--- config.mk ---
export PLATFORM = sky130hd
export DESIGN_NAME = bus_stim_gen
export DESIGN_NICKNAME = d
export VERILOG_FILES = /design/src/rtl/bus_stim_gen.sv
export SDC_FILE = /design/constraint.sdc
export NUM_CORES = 1
export LEC_CHECK = 0
export BUFFER_PORTS_ARGS = -buffer_cell sky130_fd_sc_hd__buf_2
export CORE_MARGIN = 10
export CORE_UTILIZATION = 49
export CTS_CLUSTER_SIZE = 30
export DETAILED_ROUTE_END_ITERATION = 7
export HOLD_SLACK_MARGIN = 0.08
export PLACE_DENSITY = 0.75
export SYNTH_ARGS = -nofsm -noshare
export SYNTH_HDL_FRONTEND = slang
export SYNTH_SLANG_ARGS = --single-unit
--- constraint.sdc ---
create_clock -name clk -period 2.2 [get_ports clk]
set_input_delay 0.55 -clock clk [delete_from_list [all_inputs] [get_ports clk]]
set_output_delay 0.55 -clock clk [all_outputs]
set_load 0.05 [all_outputs]
--- src/rtl/bus_stim_gen.sv ---
// bus_stim_gen: sequences one request per bus master after a start edge.
// Slave busy lines are held high for the whole sequence and dropped on a
// release edge. Each master gets a one-cycle ready pulse, then a bounded wait
// for its done pulse, then an idle gap. The release input is named
// release_req because "release" is a reserved word.
module bus_stim_gen #(
    parameter int NUM_MASTERS = 2,
    parameter int NUM_SLAVES  = 3,
    parameter int DATA_W      = 8,
    parameter int GAP_CYCLES  = 1,
    parameter int TIMEOUT     = 15
) (
    input  logic                          clk,
    input  logic                          rst,
    input  logic                          start,
    input  logic                          release_req,
    input  logic [NUM_MASTERS-1:0]        rw_mask,
    input  logic [NUM_MASTERS-1:0]        m_done,
    input  logic [NUM_MASTERS*DATA_W-1:0] m_rdata,
    output logic [NUM_MASTERS-1:0]        m_ready,
    output logic [NUM_MASTERS-1:0]        m_rw,
    output logic [NUM_SLAVES-1:0]         s_busy,
    output logic [DATA_W-1:0]             last_rdata,
    output logic [7:0]                    txn_count,
    output logic                          timeout_flag,
    output logic [7:0]                    led
);

    localparam int IDX_W = (NUM_MASTERS > 1) ? $clog2(NUM_MASTERS) : 1;
    localparam logic [IDX_W-1:0] LAST_IDX = IDX_W'(NUM_MASTERS - 1);

    typedef enum logic [2:0] {
        IDLE  = 3'd0,
        ISSUE = 3'd1,
        WAIT  = 3'd2,
        GAP   = 3'd3,
        HOLD  = 3'd4
    } state_t;

    state_t                   state, state_nxt;
    logic [IDX_W-1:0]         idx, idx_nxt;
    logic [7:0]               wcnt, wcnt_nxt;
    logic [7:0]               gcnt, gcnt_nxt;
    logic                     start_q, release_q;
    logic                     start_edge, release_edge;
    logic [NUM_MASTERS-1:0]   ready_nxt, rw_nxt;
    logic [NUM_SLAVES-1:0]    busy_nxt;
    logic [DATA_W-1:0]        rdata_nxt;
    logic [7:0]               cnt_nxt;
    logic                     tf_nxt;

    assign start_edge   = start & ~start_q;
    assign release_edge = release_req & ~release_q;

    // Status display built purely from registered state.
    assign led = {state, timeout_flag, txn_count[3:0]};

    // State register, edge-detect history and all registered outputs.
    always_ff @(posedge clk) begin
        if (rst) begin
            state        <= IDLE;
            idx          <= '0;
            wcnt         <= '0;
            gcnt         <= '0;
            start_q      <= 1'b0;
            release_q    <= 1'b0;
            m_ready      <= '0;
            m_rw         <= '0;
            s_busy       <= '1;
            last_rdata   <= '0;
            txn_count    <= '0;
            timeout_flag <= 1'b0;
        end else begin
            state        <= state_nxt;
            idx          <= idx_nxt;
            wcnt         <= wcnt_nxt;
            gcnt         <= gcnt_nxt;
            start_q      <= start;
            release_q    <= release_req;
            m_ready      <= ready_nxt;
            m_rw         <= rw_nxt;
            s_busy       <= busy_nxt;
            last_rdata   <= rdata_nxt;
            txn_count    <= cnt_nxt;
            timeout_flag <= tf_nxt;
        end
    end

    // Next-state and next-output decode; every register holds unless changed.
    always_comb begin
        state_nxt = state;
        idx_nxt   = idx;
        wcnt_nxt  = wcnt;
        gcnt_nxt  = gcnt;
        ready_nxt = '0;
        rw_nxt    = m_rw;
        busy_nxt  = s_busy;
        rdata_nxt = last_rdata;
        cnt_nxt   = txn_count;
        tf_nxt    = timeout_flag;
        case (state)
            IDLE: begin
                if (start_edge) begin
                    idx_nxt   = '0;
                    busy_nxt  = '1;
                    state_nxt = ISSUE;
                end
            end
            ISSUE: begin
                ready_nxt[idx] = 1'b1;
                rw_nxt[idx]    = rw_mask[idx];
                wcnt_nxt       = '0;
                state_nxt      = WAIT;
            end
            WAIT: begin
                if (m_done[idx]) begin
                    rdata_nxt = m_rdata[idx*DATA_W +: DATA_W];
                    if (txn_count != 8'hFF)
                        cnt_nxt = txn_count + 8'd1;
                    gcnt_nxt  = '0;
                    state_nxt = GAP;
                end else if (wcnt == 8'(TIMEOUT - 1)) begin
                    tf_nxt    = 1'b1;
                    gcnt_nxt  = '0;
                    state_nxt = GAP;
                end else begin
                    wcnt_nxt = wcnt + 8'd1;
                end
            end
            GAP: begin
                // A zero-length gap still spends one transit cycle here.
                if ((32'(gcnt) + 32'd1) >= 32'(GAP_CYCLES)) begin
                    if (idx == LAST_IDX) begin
                        state_nxt = HOLD;
                    end else begin
                        idx_nxt   = idx + IDX_W'(1);
                        state_nxt = ISSUE;
                    end
                end else begin
                    gcnt_nxt = gcnt + 8'd1;
                end
            end
            HOLD: begin
                if (release_edge) begin
                    busy_nxt  = '0;
                    state_nxt = IDLE;
                end
            end
            default: state_nxt = IDLE;
        endcase
    end

endmodule

==> results of run 1 <==
final timing paths:
| kind | start | to | slack [ns] |
|---|---|---|---|
| worst max-delay path | gcnt[0]$_SDFFE_PP0P_ | gcnt[0]$_SDFFE_PP0P_ | 0.19 |
| worst min-delay path | start | start_q$_SDFF_PP0_ | 0.48 |
| worst max register to register | gcnt[0]$_SDFFE_PP0P_ | gcnt[0]$_SDFFE_PP0P_ | 0.19 |
| worst min register to register | m_rw[0]$_SDFFE_PP0P_ | m_rw[0]$_SDFFE_PP0P_ | 0.48 |
area by class of cell:
cell class / count / area, um^2 / area share, %
well taps: 50 / 62.56 / 2.503
repair buffers: 59 / 305.3 / 12.21
multi-input cells: 161 / 1072 / 42.89
flip-flops and latches: 44 / 882.1 / 35.29
clock inverters: 3 / 90.09 / 3.604
clock buffers: 5 / 68.82 / 2.753
inverters: 5 / 18.77 / 0.7508
cells by family after synthesis:
family	Yosys count	share of synthesized area (%)
xor gates and xnor gates	13	5.482
AOI/OAI and AO/OA	39	13.80
and+or+nand+nor	92	23.56
DFF	44	42.41
muxes	12	5.783
adders and majority gates	5	3.012
buffers and inverters	23	5.963
synthesized netlist by cell type, types with 2 or more instances:
| cell | instances |
|---|---|
| sky130_fd_sc_hd__dfxtp_1 | 44 |
| sky130_fd_sc_hd__nor2_1 | 33 |
| sky130_fd_sc_hd__mux2i_1 | 12 |
| sky130_fd_sc_hd__a21oi_1 | 10 |
| sky130_fd_sc_hd__buf_4 | 9 |
| sky130_fd_sc_hd__a211oi_1 | 8 |
| sky130_fd_sc_hd__nand3_1 | 8 |
| sky130_fd_sc_hd__nand2_1 | 7 |
| sky130_fd_sc_hd__o21ai_0 | 7 |
| sky130_fd_sc_hd__xnor2_1 | 7 |
| sky130_fd_sc_hd__nor2b_1 | 6 |
| sky130_fd_sc_hd__nor3b_1 | 6 |
| sky130_fd_sc_hd__xor2_1 | 6 |
| sky130_fd_sc_hd__clkbuf_1 | 5 |
| sky130_fd_sc_hd__ha_1 | 5 |
| sky130_fd_sc_hd__inv_1 | 5 |
| sky130_fd_sc_hd__nand4_1 | 5 |
| sky130_fd_sc_hd__nor3_1 | 5 |
| sky130_fd_sc_hd__and2_1 | 3 |
| sky130_fd_sc_hd__buf_2 | 3 |
| sky130_fd_sc_hd__nand2b_1 | 3 |
| sky130_fd_sc_hd__o311a_1 | 3 |
| sky130_fd_sc_hd__a211oi_2 | 2 |
| sky130_fd_sc_hd__and3_1 | 2 |
| sky130_fd_sc_hd__and4_1 | 2 |
| sky130_fd_sc_hd__nor4_1 | 2 |
| sky130_fd_sc_hd__o31ai_1 | 2 |
| sky130_fd_sc_hd__or2_2 | 2 |
layout by cell type (no fill, tap or decap), types with 2 or more instances in the layout:
cell type,instances
sky130_fd_sc_hd__ha_1,5
sky130_fd_sc_hd__o311a_1,3
sky130_fd_sc_hd__nor4_1,2
sky130_fd_sc_hd__o31ai_1,2
sky130_fd_sc_hd__a211oi_1,8
sky130_fd_sc_hd__a21oi_1,10
sky130_fd_sc_hd__dfxtp_1,43
sky130_fd_sc_hd__nand4_1,5
sky130_fd_sc_hd__nor3_1,5
sky130_fd_sc_hd__xor2_1,6
sky130_fd_sc_hd__bufinv_16,3
sky130_fd_sc_hd__nand2b_1,3
sky130_fd_sc_hd__xnor2_1,7
sky130_fd_sc_hd__nor2b_1,6
sky130_fd_sc_hd__and2_1,3
sky130_fd_sc_hd__inv_1,5
sky130_fd_sc_hd__o21ai_0,7
sky130_fd_sc_hd__and4_1,2
sky130_fd_sc_hd__a211oi_2,2
sky130_fd_sc_hd__and3_1,2
sky130_fd_sc_hd__nand3_1,8
sky130_fd_sc_hd__nor2_1,33
sky130_fd_sc_hd__buf_4,4
sky130_fd_sc_hd__or2_2,2
sky130_fd_sc_hd__mux2i_1,12
sky130_fd_sc_hd__nand2_1,7
sky130_fd_sc_hd__clkbuf_8,5
sky130_fd_sc_hd__nor3b_1,6
sky130_fd_sc_hd__buf_2,55
registers in the layout, indices dropped and copies added (netlist names), 2 cells and up:
signal,cells
txn_count,8
state,3
m_rw,2
gcnt,8
wcnt,8
m_ready,2
last_rdata,8
metrics by stage:
step           setup WS, ns  std cells
6_report             0.1865        327
5_1_grt             0.06921        327
4_1_cts              0.2120        327
3_5_place_dp         0.2213        319
3_3_place_gp         0.3130        319
2_1_floorplan        0.1735        228
metal layers:
metal	vias up	share of wire, %	GRT usage [%]
met2	52	43	19.07
met1	762	49	15.47
li1	892	-	-
met5	-	0	0
met4	0	1.2	4.192
met3	5	6.9	5.449
worst register-to-register path: stages (launching register included):
cell and delay (ns):
sky130_fd_sc_hd__dfxtp_1 0.38, sky130_fd_sc_hd__ha_1 0.23, sky130_fd_sc_hd__and4b_1 0.20, sky130_fd_sc_hd__o21ai_0 0.08
sky130_fd_sc_hd__o31ai_1 0.22, sky130_fd_sc_hd__o2111ai_1 0.35, sky130_fd_sc_hd__o311a_1 0.45
power by group:
part / total, mW / leakage (nW) / switching, mW / internal [mW]
registers: 0.830 / 0.357 / 0.0142 / 0.816
clock network: 0.849 / 0.0784 / 0.281 / 0.568
logic: 0.218 / 0.571 / 0.149 / 0.0682
total: 1.90 / 1.01 / 0.445 / 1.45
==> results.md, run 1 <==
Outcome:
- The flow ran to the end, and the final reports show no timing, DRC or antenna violations.

Flow run:
- Max-cap violations in this run came to 0.

Cells and area:
- The layout-stage area growth over the synthesis result is 20.36%.
- The total non-filler cell area in the finished layout is 2500 um^2.
- The repair_antennas step left the layout with diodes totalling 0.
- At the end of the flow the core is filled with cells to 61.61%.
- The count of filler cells inserted in the layout is 345.
- The post-route netlist has 27.08% of its cells at a drive strength greater than 1.
- The layout net count is 305.

STA:
- The worst pin sits at a relative slew slack of 54.48%.
- For the pin with the worst max-slew slack, the measured transition is 0.6828 ns.
- Setup repair after global routing left no endpoint under its margin.
- The worst hold-check slack is 0.4775 ns.
- Setup violations remaining at the end of the flow were counted as 0.
- The final clock period utilization by the worst path is 91.52%.
- The count of final hold-check violations is 0.
- The minimum clock period is 2.014 ns.
- The clock arrives with 0.006608 ns of skew.
- The max-slew violation total from the final report is 0.
- Static timing analysis puts the maximum clock frequency at 496.6 MHz.
- The final sum of negative setup slack is 0 ns.

Drt:
- In this run the remaining antenna-violating nets after routing total 0.
- The number of vias in the routed layout is 1,711.
- The detailed router finished its first iteration with 70 violations.
- Wires add up to 4.496 mm.
- In the routed design, unresolved DRC markers number 0.
- The first detailed-routing pass ran for 4 iterations.
- The number of vias per cell is 5.232.
- The final routed wire length divided by cell count is 13.75 um.

Floorplanning:
- From bottom edge to top edge, the die measures 85.11 um.
- The die footprint is 7243 um^2.
- The initial utilization of the core area, before any placement, comes to 51.19%.
- Row generation in the floorplan step produced 23 rows.
- The region available for standard cell placement spans 4058 um^2.
- The number of top-level pins is 56.
- From left edge to right edge, the die measures 85.11 um.

Global routing:
- The first global-routing pass estimated 7.741 mm of wire.
- For this run the aggregate overflow at the end of global routing stands at 0.
- The via count of the first global-routing pass is 1,745.
- The largest net degree at the start of global routing is 38.
- The number of antenna violations at the first check in global routing is 0.
- The total global routing track utilization is 12.57%.

Synthesis:
- In the synthesized netlist the dominant register cell turns out to be sky130_fd_sc_hd__dfxtp_1.
- A synthesized cell averages 9.110 um^2.
- The number of flops mapped to enable cells by yosys is 0.
- The synthesized netlist occupies a cell area of 2077 um^2.
- The net count of the mapped netlist is 257.
- By area the synthesized netlist is led by sky130_fd_sc_hd__dfxtp_1 (42%), sky130_fd_sc_hd__nor2_1 (6.0%), sky130_fd_sc_hd__mux2i_1 (5.8%).
- The share of the synthesized area in the top cell type is 42.41%.
- Counting distinct cell types in the post-synthesis netlist gives 44.
- The top cell type by total area after synthesis is sky130_fd_sc_hd__dfxtp_1.
- In the synthesized netlist the async set-or-reset flop fraction comes to 0%.
- For this run, the number of Yosys warnings is 0.
- The part of the Yosys area used for sequential elements is 42.41%.
- In this run, synthesis produced a sequential element count of 44.
- The synthesized netlist cell count is 228.

Placed design:
- The placer's final routability congestion estimate is 0.8352.
- Input and output buffers added on the ports amount to 55.
- The instance area at placement is 2341 um^2.
- Once detailed placement completed, the half-perimeter wirelength came to 3.312 mm.

Power and ir drop:
- The highest ir drop seen on vdd is 0.4624 mV.
- The design draws 1.897 mW.
- Power spread over the standard cell area amounts to 758.7 nW/um^2.
- The analysis attributes to cell leakage a power of 1.006 nW.

Critical path:
- The library cell contributing the largest single delay on the critical path is sky130_fd_sc_hd__o311a_1.
- In this run the worst path has a maximum fanout of 7.
- The sort of element at the end of the critical path is a flop.
- The cell family contributing the most delay on the critical path is compound AO/OA/AOI/OAI gates.
- The critical path goes through ha_1 > and4b_1 > o21ai_0 > o31ai_1 > o2111ai_1 > o311a_1.
- The required arrival time at the worst endpoint is 2.39 ns.
- By startpoint and endpoint, the worst setup path is classified as reg2reg.
- The depth of the worst register-to-register path is 6.
- The critical path crosses 6 cells after its start point.
- For the worst setup path, the data arrival time is 2.20 ns.
- The largest incremental delay on the critical path is 0.45 ns.
- The count of buffer and inverter cells on the critical path is 0.
- The worst setup path is launched from a flop.

Clock network:
- The number of buffers inserted to repair setup after CTS is 0.
- CTS built an H-tree with a depth of 2.
- Clock tree synthesis selected as its root buffer the cell sky130_fd_sc_hd__clkbuf_8.
- TritonCTS built the clock tree.
- The post-cts sizing count is 0.
- At the later pin of the worst-skew pair, clock insertion delay measures 0.30 ns.
- Buffers inserted to repair hold after CTS numbered 0.
- The number of buffers added by the clock tree synthesis step is 5.
- The count of clock tree sinks is 44.
- The clock passes through at most 2 buffers.
- After clock tree synthesis, the clock-pin slew on the worst setup and hold paths is 0.08 ns.

Min path:
- The min-delay analysis places its worst path in the category in2reg.
- The hold-critical path depth is 2.
No activity file was read; power rests on OpenSTA's default activity.
==> run 2: changes to the inputs <==
--- a/config.mk
+++ b/config.mk
@@ -6,6 +6,7 @@
 export NUM_CORES = 1
 export LEC_CHECK = 0
 export BUFFER_PORTS_ARGS = -buffer_cell sky130_fd_sc_hd__buf_2
+export CORE_ASPECT_RATIO = 1.5
 export CORE_MARGIN = 10
 export CORE_UTILIZATION = 49
 export CTS_CLUSTER_SIZE = 30
==> run 2 against run 1 <==
Effect of this change: utilization shrank 1.4 points; clock-buffer cell count grew 3; sequential cell count is the same; global-route usage shrank 0.26 points; hold slack is essentially flat; cell area shrank 3.0%; sequential power is essentially flat; worst setup slack gained 0.075 ns; total power shrank 18%; wire length shrank 2.6%; critical path depth is the same; combinational power is essentially flat.
==> results.md, run 2 (synthesis gave the netlist of run 1 again) <==
Drt:
- The final wirelength is 4.377 mm (-2.6%).
- The number of vias in the routed layout was 1,731 (+1.2%).
- The violation count after the first detailed-routing iteration is 67 (-4.3%).
- The number of vias per cell is 5.376 (+2.7%).
- The number of antenna-violating nets in the routed design is 0 (unchanged).
- The final routed wire length divided by cell count was 13.59 um (-1.1%).
- The detailed-route DRC error count was 0 (unchanged).
- The number of detailed-routing iterations run before antenna repair is 4 (unchanged).

Placed design:
- The placer's final routability congestion estimate is 0.7711 (-7.7%).
- The half-perimeter wire length of the detailed placement result is 3.341 mm (+0.89%).
- The post-placement cell count is 314 (-1.6%).
- The worst setup slack before clock tree synthesis is 0.2620 ns (+0.04067 ns).
- The total of buffers placed on input and output ports came to 55 (unchanged).

Critical path:
- The slack of the worst reg-to-reg path came to 0.26 ns (+0.08 ns).
- The start-to-end type of the worst setup path is reg2reg.
- The worst setup path is launched from a flop.
- The library cell contributing the largest single delay on the critical path is sky130_fd_sc_hd__o311a_1.
- The highest net fanout along the worst path is 7 (unchanged).
- The signal on the critical path passes through ha_1 > and4b_1 > o21ai_0 > o31ai_1 > o2111ai_1 > o311a_1.
- The launch point of the critical path is gcnt[0]$_SDFFE_PP0P_.
- The worst register-to-register path ends at gcnt[0]$_SDFFE_PP0P_.
- The launching point of the worst reg2reg path is gcnt[0]$_SDFFE_PP0P_.
- The depth of the worst register-to-register path is 6 (unchanged).
- The sort of element at the end of the critical path is a flop.
- The required arrival time at the worst endpoint is 2.39 ns (about the same).
- The largest incremental delay on the critical path is 0.44 ns (about the same).
- The arrival time at the worst endpoint came to 2.12 ns (-0.08 ns).

Min path:
- The worst hold-check path type is in2reg.
- In this run the most critical hold path is launched from start.
- The hold-critical path depth is 2 (unchanged).
- The destination of the worst hold path is start_q$_SDFF_PP0_.

Cells and area:
- The area of the multi-input gates is 1072 um^2 (unchanged).
- The share of cells above drive strength 1 is 26.35% (-0.72 points).
- The layout net count came to 305 (unchanged).
- The library cell used most frequently in the layout, excluding fill and tap cells, is sky130_fd_sc_hd__buf_2.
- The count of filler cells inserted in the layout was 367 (+6.4%).
- The count of placed standard cells in the final layout, fillers left out is 322 (-1.5%).
- The post-layout utilization of the core was 60.19% (-1.4 points).
- Compared with the post-synthesis result, the final layout area differs by 16.75%.
- The library cells used most frequently in the layout, excluding fill and tap cells, are sky130_fd_sc_hd__buf_2 (55), sky130_fd_sc_hd__dfxtp_1 (43), sky130_fd_sc_hd__nor2_1 (33), sky130_fd_sc_hd__mux2i_1 (12), sky130_fd_sc_hd__a21oi_1 (10).
- The footprint of the flip-flops and latches was 882.1 um^2 (unchanged).
- The total inserted antenna cells came to 0 (unchanged).

Floorplanning:
- The row count was 28 (+22%).
- The number of top-level pins came to 56 (unchanged).
- The die outline height is 99.74 um (+17%).
- The die footprint came to 7297 um^2 (+0.74%).
- The area of the core was 4029 um^2 (-0.71%).
- The horizontal extent of the die is 73.16 um (-14%).
- The effective utilization at floorplan came to 51.55% (+0.37 points).

Clock network:
- The root buffer selected by CTS is sky130_fd_sc_hd__clkbuf_8.
- The number of buffers added by the clock tree synthesis step came to 5 (unchanged).
- The post-cts sizing count is 0 (unchanged).
- The clock latency on the worst-skew pair is 0.30 ns (about the same).
- TritonCTS built the clock tree.
- The clock-pin slew on the worst setup and hold paths is 0.07 ns (about the same).
- The number of buffers added to fix hold violations after cts is 0 (unchanged).
- The number of buffers inserted to repair setup after CTS was 0 (unchanged).
- The level count of the clock H-tree is 2 (unchanged).
- The maximum count of clock buffers along a single path was 2 (unchanged).
- The count of clock tree sinks is 44 (unchanged).

Global routing:
- The total global routing track utilization was 12.30% (-0.26 points).
- The via count of the first global-routing pass is 1,694 (-2.9%).
- The largest net degree at the start of global routing is 38 (unchanged).
- The wire length of the first global-routing pass came to 7.417 mm (-4.2%).
- The number of antenna violations at the first check in global routing is 0 (unchanged).
- The final global-route overflow total was 0 (unchanged).

STA:
- The transition time at the pin with the least slew margin is 0.6466 ns (-0.03617 ns).
- The final clock period utilization by the worst path is 88.11% (-3.4 points).
- The count of final hold-check violations came to 0 (unchanged).
- The headroom to the max-slew limit is 56.89% (+2.4 points).
- The final sum of negative setup slack was 0 ns (unchanged).
- The worst clock skew was 0.005355 ns (-0.001253 ns).
- The worst setup slack after layout is 0.2616 ns (+0.07514 ns).
- The count of final setup violators is 0 (unchanged).
- Setup repair after global routing left no endpoint under its margin.
- The max-slew violation total from the final report was 0 (unchanged).
- The highest clock rate came to 515.9 MHz (+3.9%).
- The minimum clock period is 1.938 ns (-0.07514 ns).

Power and ir drop:
- The cell area power density is 642.8 nW/um^2 (-15%).
- The reported leakage power came to 0.9731 nW (-3.3%).
- The total design power is 1.559 mW (-18%).
- The highest ir drop seen on vdd is 0.4704 mV (+1.7%).

Flow run:
- The number of max-cap violations is 0 (unchanged).

Outcome:
- The run finished with clean final reports.
[run 2: changes by cell type in the layout (fill, tap and decap cells not counted)]
| cell | change |
|---|---|
| sky130_fd_sc_hd__clkbuf_1 | +2 |
| sky130_fd_sc_hd__bufinv_16 | -3 |
| sky130_fd_sc_hd__clkbuf_8 | +1 |
[run 2: power breakdown]
group | internal [mW] | switching, mW
combinational | 0.0682 | 0.149
sequential | 0.816 | 0.0143
clock | 0.256 | 0.255
total | 1.14 | 0.418
[run 2: through the flow]
| step | area (um^2) | hold slack (ns) |
|---|---|---|
| finish | 2425 | 0.4776 |
| global placement | 2335 | 0.4620 |
| global route | 2425 | 0.4842 |
| CTS | 2425 | 0.4754 |
| floorplan | 2078 | 0.4574 |
| detailed placement | 2335 | 0.4695 |
[run 2: worst max-delay path by stage]
stage / to / slack (ns)
global placement: gcnt[1]$_SDFFE_PP0P_ / 0.28
finish: gcnt[0]$_SDFFE_PP0P_ / 0.26
detailed placement: gcnt[0]$_SDFFE_PP0P_ / 0.26
CTS: gcnt[0]$_SDFFE_PP0P_ / 0.24
global route: gcnt[0]$_SDFFE_PP0P_ / 0.05
floorplan: txn_count[6]$_SDFFE_PP0P_ / 0.17
[run 2: area by class of cell]
type	instances	share of cell area [%]
Timing Repair Buffer	59	12.59
Tap cell	45	2.322
Clock buffer	8	3.715
Inverter	5	0.7740
Multi-Input combinational cell	161	44.22
Sequential cell	44	36.38
[run 2: critical path, delay by kind of cell, from the launching register on]
family	cells	cell delay, ns
AO/OA/AOI/OAI	4	1.05
adder cells (fa/ha/maj)	1	0.22
flip-flops	1	0.37
AND/OR/NAND/NOR	1	0.19
[run 2: layer usage]
metal  global-route usage, %  wire length (um)
met2                   19.58              2050
met5                       0                 0
met1                   13.63              1917
met3                   5.373               330
met4                   5.572                78
==> run 3: changes to the inputs <==
--- a/config.mk
+++ b/config.mk
@@ -13,6 +13,7 @@
 export DETAILED_ROUTE_END_ITERATION = 7
 export HOLD_SLACK_MARGIN = 0.08
 export PLACE_DENSITY = 0.75
+export REMOVE_ABC_BUFFERS = 1
 export SYNTH_ARGS = -nofsm -noshare
 export SYNTH_HDL_FRONTEND = slang
 export SYNTH_SLANG_ARGS = --single-unit
==> run 3 against run 2 <==
Effect of this change: utilization up 1.3 points; total power up 13%; register-to-register slack barely moved; combinational power grew 4%; non-clock buffer count is 2 higher; largest cell class unchanged; largest power group unchanged.
==> results.md, run 3 (synthesis gave the netlist of run 1 again) <==
Outcome:
- The flow ran to the end, and the final reports show no timing, DRC or antenna violations.

Critical path:
- The sort of element at the end of the critical path is a flop.
- The critical path in this run is classified as reg2reg.
- The required arrival time at the worst endpoint came to 2.39 ns (about the same).
- The arrival time at the worst endpoint is 2.13 ns (about the same).
- The launching point of the worst reg2reg path is gcnt[0]$_SDFFE_PP0P_.
- The highest net fanout along the worst path is 7 (unchanged).
- The worst setup path is launched from a flop.
- Tracing the worst setup path back leads to its startpoint at gcnt[0]$_SDFFE_PP0P_.

Clock network:
- The clock-pin slew on the worst setup and hold paths is 0.08 ns (about the same).
- The post-cts sizing count is 0 (unchanged).
- The number of buffers added to fix hold violations after cts is 0 (unchanged).
- The number of buffers added by the clock tree synthesis step is 5 (unchanged).
- The count of clock tree sinks is 44 (unchanged).
- The number of buffers inserted to repair setup after CTS is 0 (unchanged).
- The maximum count of clock buffers along a single path came to 2 (unchanged).
- The TritonCTS clock tree is yes.
- The level count of the clock H-tree was 2 (unchanged).
- The tree is rooted in a sky130_fd_sc_hd__clkbuf_8.
- The clock latency on the worst-skew pair is 0.29 ns (about the same).

Min path:
- The startpoint identified for the worst hold timing path is gcnt[1]$_SDFFE_PP0P_.
- In this run the worst hold path is classified as reg2reg.

Placed design:
- The total of buffers placed on input and output ports is 55 (unchanged).
- The worst setup slack before clock tree synthesis came to 0.2696 ns (+0.007616 ns).
- The placer's final routability congestion estimate is 0.9166 (+19%).
- The half-perimeter wire length of the detailed placement result came to 3.507 mm (+5.0%).
- The instance area at placement was 2349 um^2 (+0.59%).

STA:
- The headroom to the max-slew limit is 61.11% (+4.2 points).
- The max-slew violation total from the final report was 0 (unchanged).
- The minimum clock period is 1.941 ns (+0.002828 ns).
- The final sum of negative setup slack is 0 ns (unchanged).
- The transition time at the pin with the least slew margin is 0.5827 ns (-0.06392 ns).
- The worst setup slack after layout was 0.2588 ns (-0.002828 ns).
- The count of final hold-check violations was 0 (unchanged).
- The final clock period utilization by the worst path was 88.24% (+0.13 points).
- Setup repair after global routing left no endpoint under its margin.
- The count of final setup violators is 0 (unchanged).
- The worst clock skew was 0.004979 ns (-0.0003768 ns).
- The highest clock rate is 515.1 MHz (-0.15%).
- The worst hold-check slack is 0.4818 ns (+0.004191 ns).

Cells and area:
- The layout net count is 307 (+0.66%).
- The most common library cell in the layout ignoring fill and taps is sky130_fd_sc_hd__buf_2.
- Compared with the post-synthesis result, the final layout area differs by 19.28%.
- The count of filler cells inserted in the layout is 343 (-6.5%).
- The total inserted antenna cells is 0 (unchanged).
- The footprint of the flip-flops and latches is 880.8 um^2 (-0.14%).
- The share of cells above drive strength 1 was 26.98% (+0.62 points).
- The library cells used most frequently in the layout, excluding fill and tap cells, are sky130_fd_sc_hd__buf_2 (55), sky130_fd_sc_hd__dfxtp_1 (44), sky130_fd_sc_hd__nor2_1 (33), sky130_fd_sc_hd__mux2i_1 (12), sky130_fd_sc_hd__a21oi_1 (10).
- The total non-filler cell area in the finished layout is 2477 um^2 (+2.2%).
- The area of the multi-input gates is 1072 um^2 (unchanged).

Power and ir drop:
- The combinational power share is 12.8% (-1.1 points).
- The sequential power share is 47.0% (-6.3 points).
- The highest ir drop seen on vdd is 0.5388 mV (+15%).
- The cell area power density is 709.2 nW/um^2 (+10%).
- The reported leakage power is 1.001 nW (+2.9%).
- The net switching share of the total power is 24.06% (-2.8 points).
- The total design power is 1.757 mW (+13%).
- The internal power of the cells is 1.334 mW (+17%).
- The power dissipated by switching net loads is 0.4227 mW (+1.1%).
- The clock group share of total power is 40.1% (+7.3 points).

Global routing:
- The largest net degree at the start of global routing was 29 (-24%).
- The total global routing track utilization was 12.84% (+0.54 points).
- The wire length of the first global-routing pass is 7.707 mm (+3.9%).
- The number of antenna violations at the first check in global routing is 0 (unchanged).
- The final global-route overflow total is 0 (unchanged).
- The via count of the first global-routing pass is 1,767 (+4.3%).

Drt:
- The number of detailed-routing iterations run before antenna repair is 4 (unchanged).
- The detailed-route DRC error count is 0 (unchanged).
- The violation count after the first detailed-routing iteration is 29 (-57%).
- The final wirelength came to 4.576 mm (+4.5%).
- The number of antenna-violating nets in the routed design was 0 (unchanged).
- The final routed wire length divided by cell count is 14.17 um (+4.2%).
- The number of vias per cell is 5.409 (+0.61%).
- The number of vias in the routed layout came to 1,747 (+0.92%).

Floorplanning:
- The row count is 28 (unchanged).
- The die footprint was 7297 um^2 (unchanged).
- The die outline height is 99.74 um (unchanged).
- The effective utilization at floorplan is 51.55% (unchanged).
- The number of top-level pins is 56 (unchanged).
- The horizontal extent of the die is 73.16 um (unchanged).
- The area of the core is 4029 um^2 (unchanged).

Flow run:
- The number of max-cap violations is 0 (unchanged).
-- run 3: cell types whose count changed in the layout (fill, tap and decap cells not counted), sizes merged --
cell,previous run,this run
buf,59,61
bufinv,0,2
clkbuf,8,5
-- run 3: worst max-delay path, stage by stage, from the launching register on --
cell and delay [ns]:
sky130_fd_sc_hd__dfxtp_1 0.37, sky130_fd_sc_hd__ha_1 0.21, sky130_fd_sc_hd__and4b_1 0.20, sky130_fd_sc_hd__o21ai_0 0.08
sky130_fd_sc_hd__o31ai_1 0.19, sky130_fd_sc_hd__o2111ai_1 0.33, sky130_fd_sc_hd__o311a_1 0.44
-- run 3: area by class of cell --
| cell class | instances | area share, % |
|---|---|---|
| sequential | 44 | 35.56 |
| inverter | 5 | 0.7576 |
| timing repair buffer | 61 | 12.93 |
| clock buffer | 5 | 2.778 |
| tap | 45 | 2.273 |
| multi-input combinational | 161 | 43.28 |
| clock inverter | 2 | 2.424 |
-- run 3: metrics by stage --
stage,instances,utilization [%]
finish,323,61.49
global route,323,61.49
CTS,323,61.49
detailed placement,316,58.29
global placement,316,58.29
floorplan,210,-
-- run 3: path summary, 6_finish.rpt --
check	end	slack (ns)	depth (start not counted)
setup / recovery	gcnt[0]$_SDFFE_PP0P_	0.26	6
hold reg to reg	gcnt[1]$_SDFFE_PP0P_	0.48	1
hold / removal	gcnt[1]$_SDFFE_PP0P_	0.48	1
setup reg to reg	gcnt[0]$_SDFFE_PP0P_	0.26	6
-- run 3: power by group through the flow --
stage | Combinational [mW] | Sequential [mW] | Clock [mW]
6_report | 0.226 | 0.826 | 0.705
5_1_grt | 0.248 | 0.829 | 0.745
4_1_cts | 0.228 | 0.826 | 0.718
3_5_place_dp | 0.228 | 0.845 | 0
3_3_place_gp | 0.224 | 0.844 | 0
2_1_floorplan | 0.0778 | 0.915 | 0
-- run 3: layer usage --
layer | vias to the layer above | wire length (um) | global-route usage [%]
met5 | - | 0 | 0
met4 | 0 | 75 | 5.279
met3 | 8 | 252 | 3.980
met2 | 49 | 2377 | 22.36
met1 | 792 | 1871 | 13.69
li1 | 898 | - | -
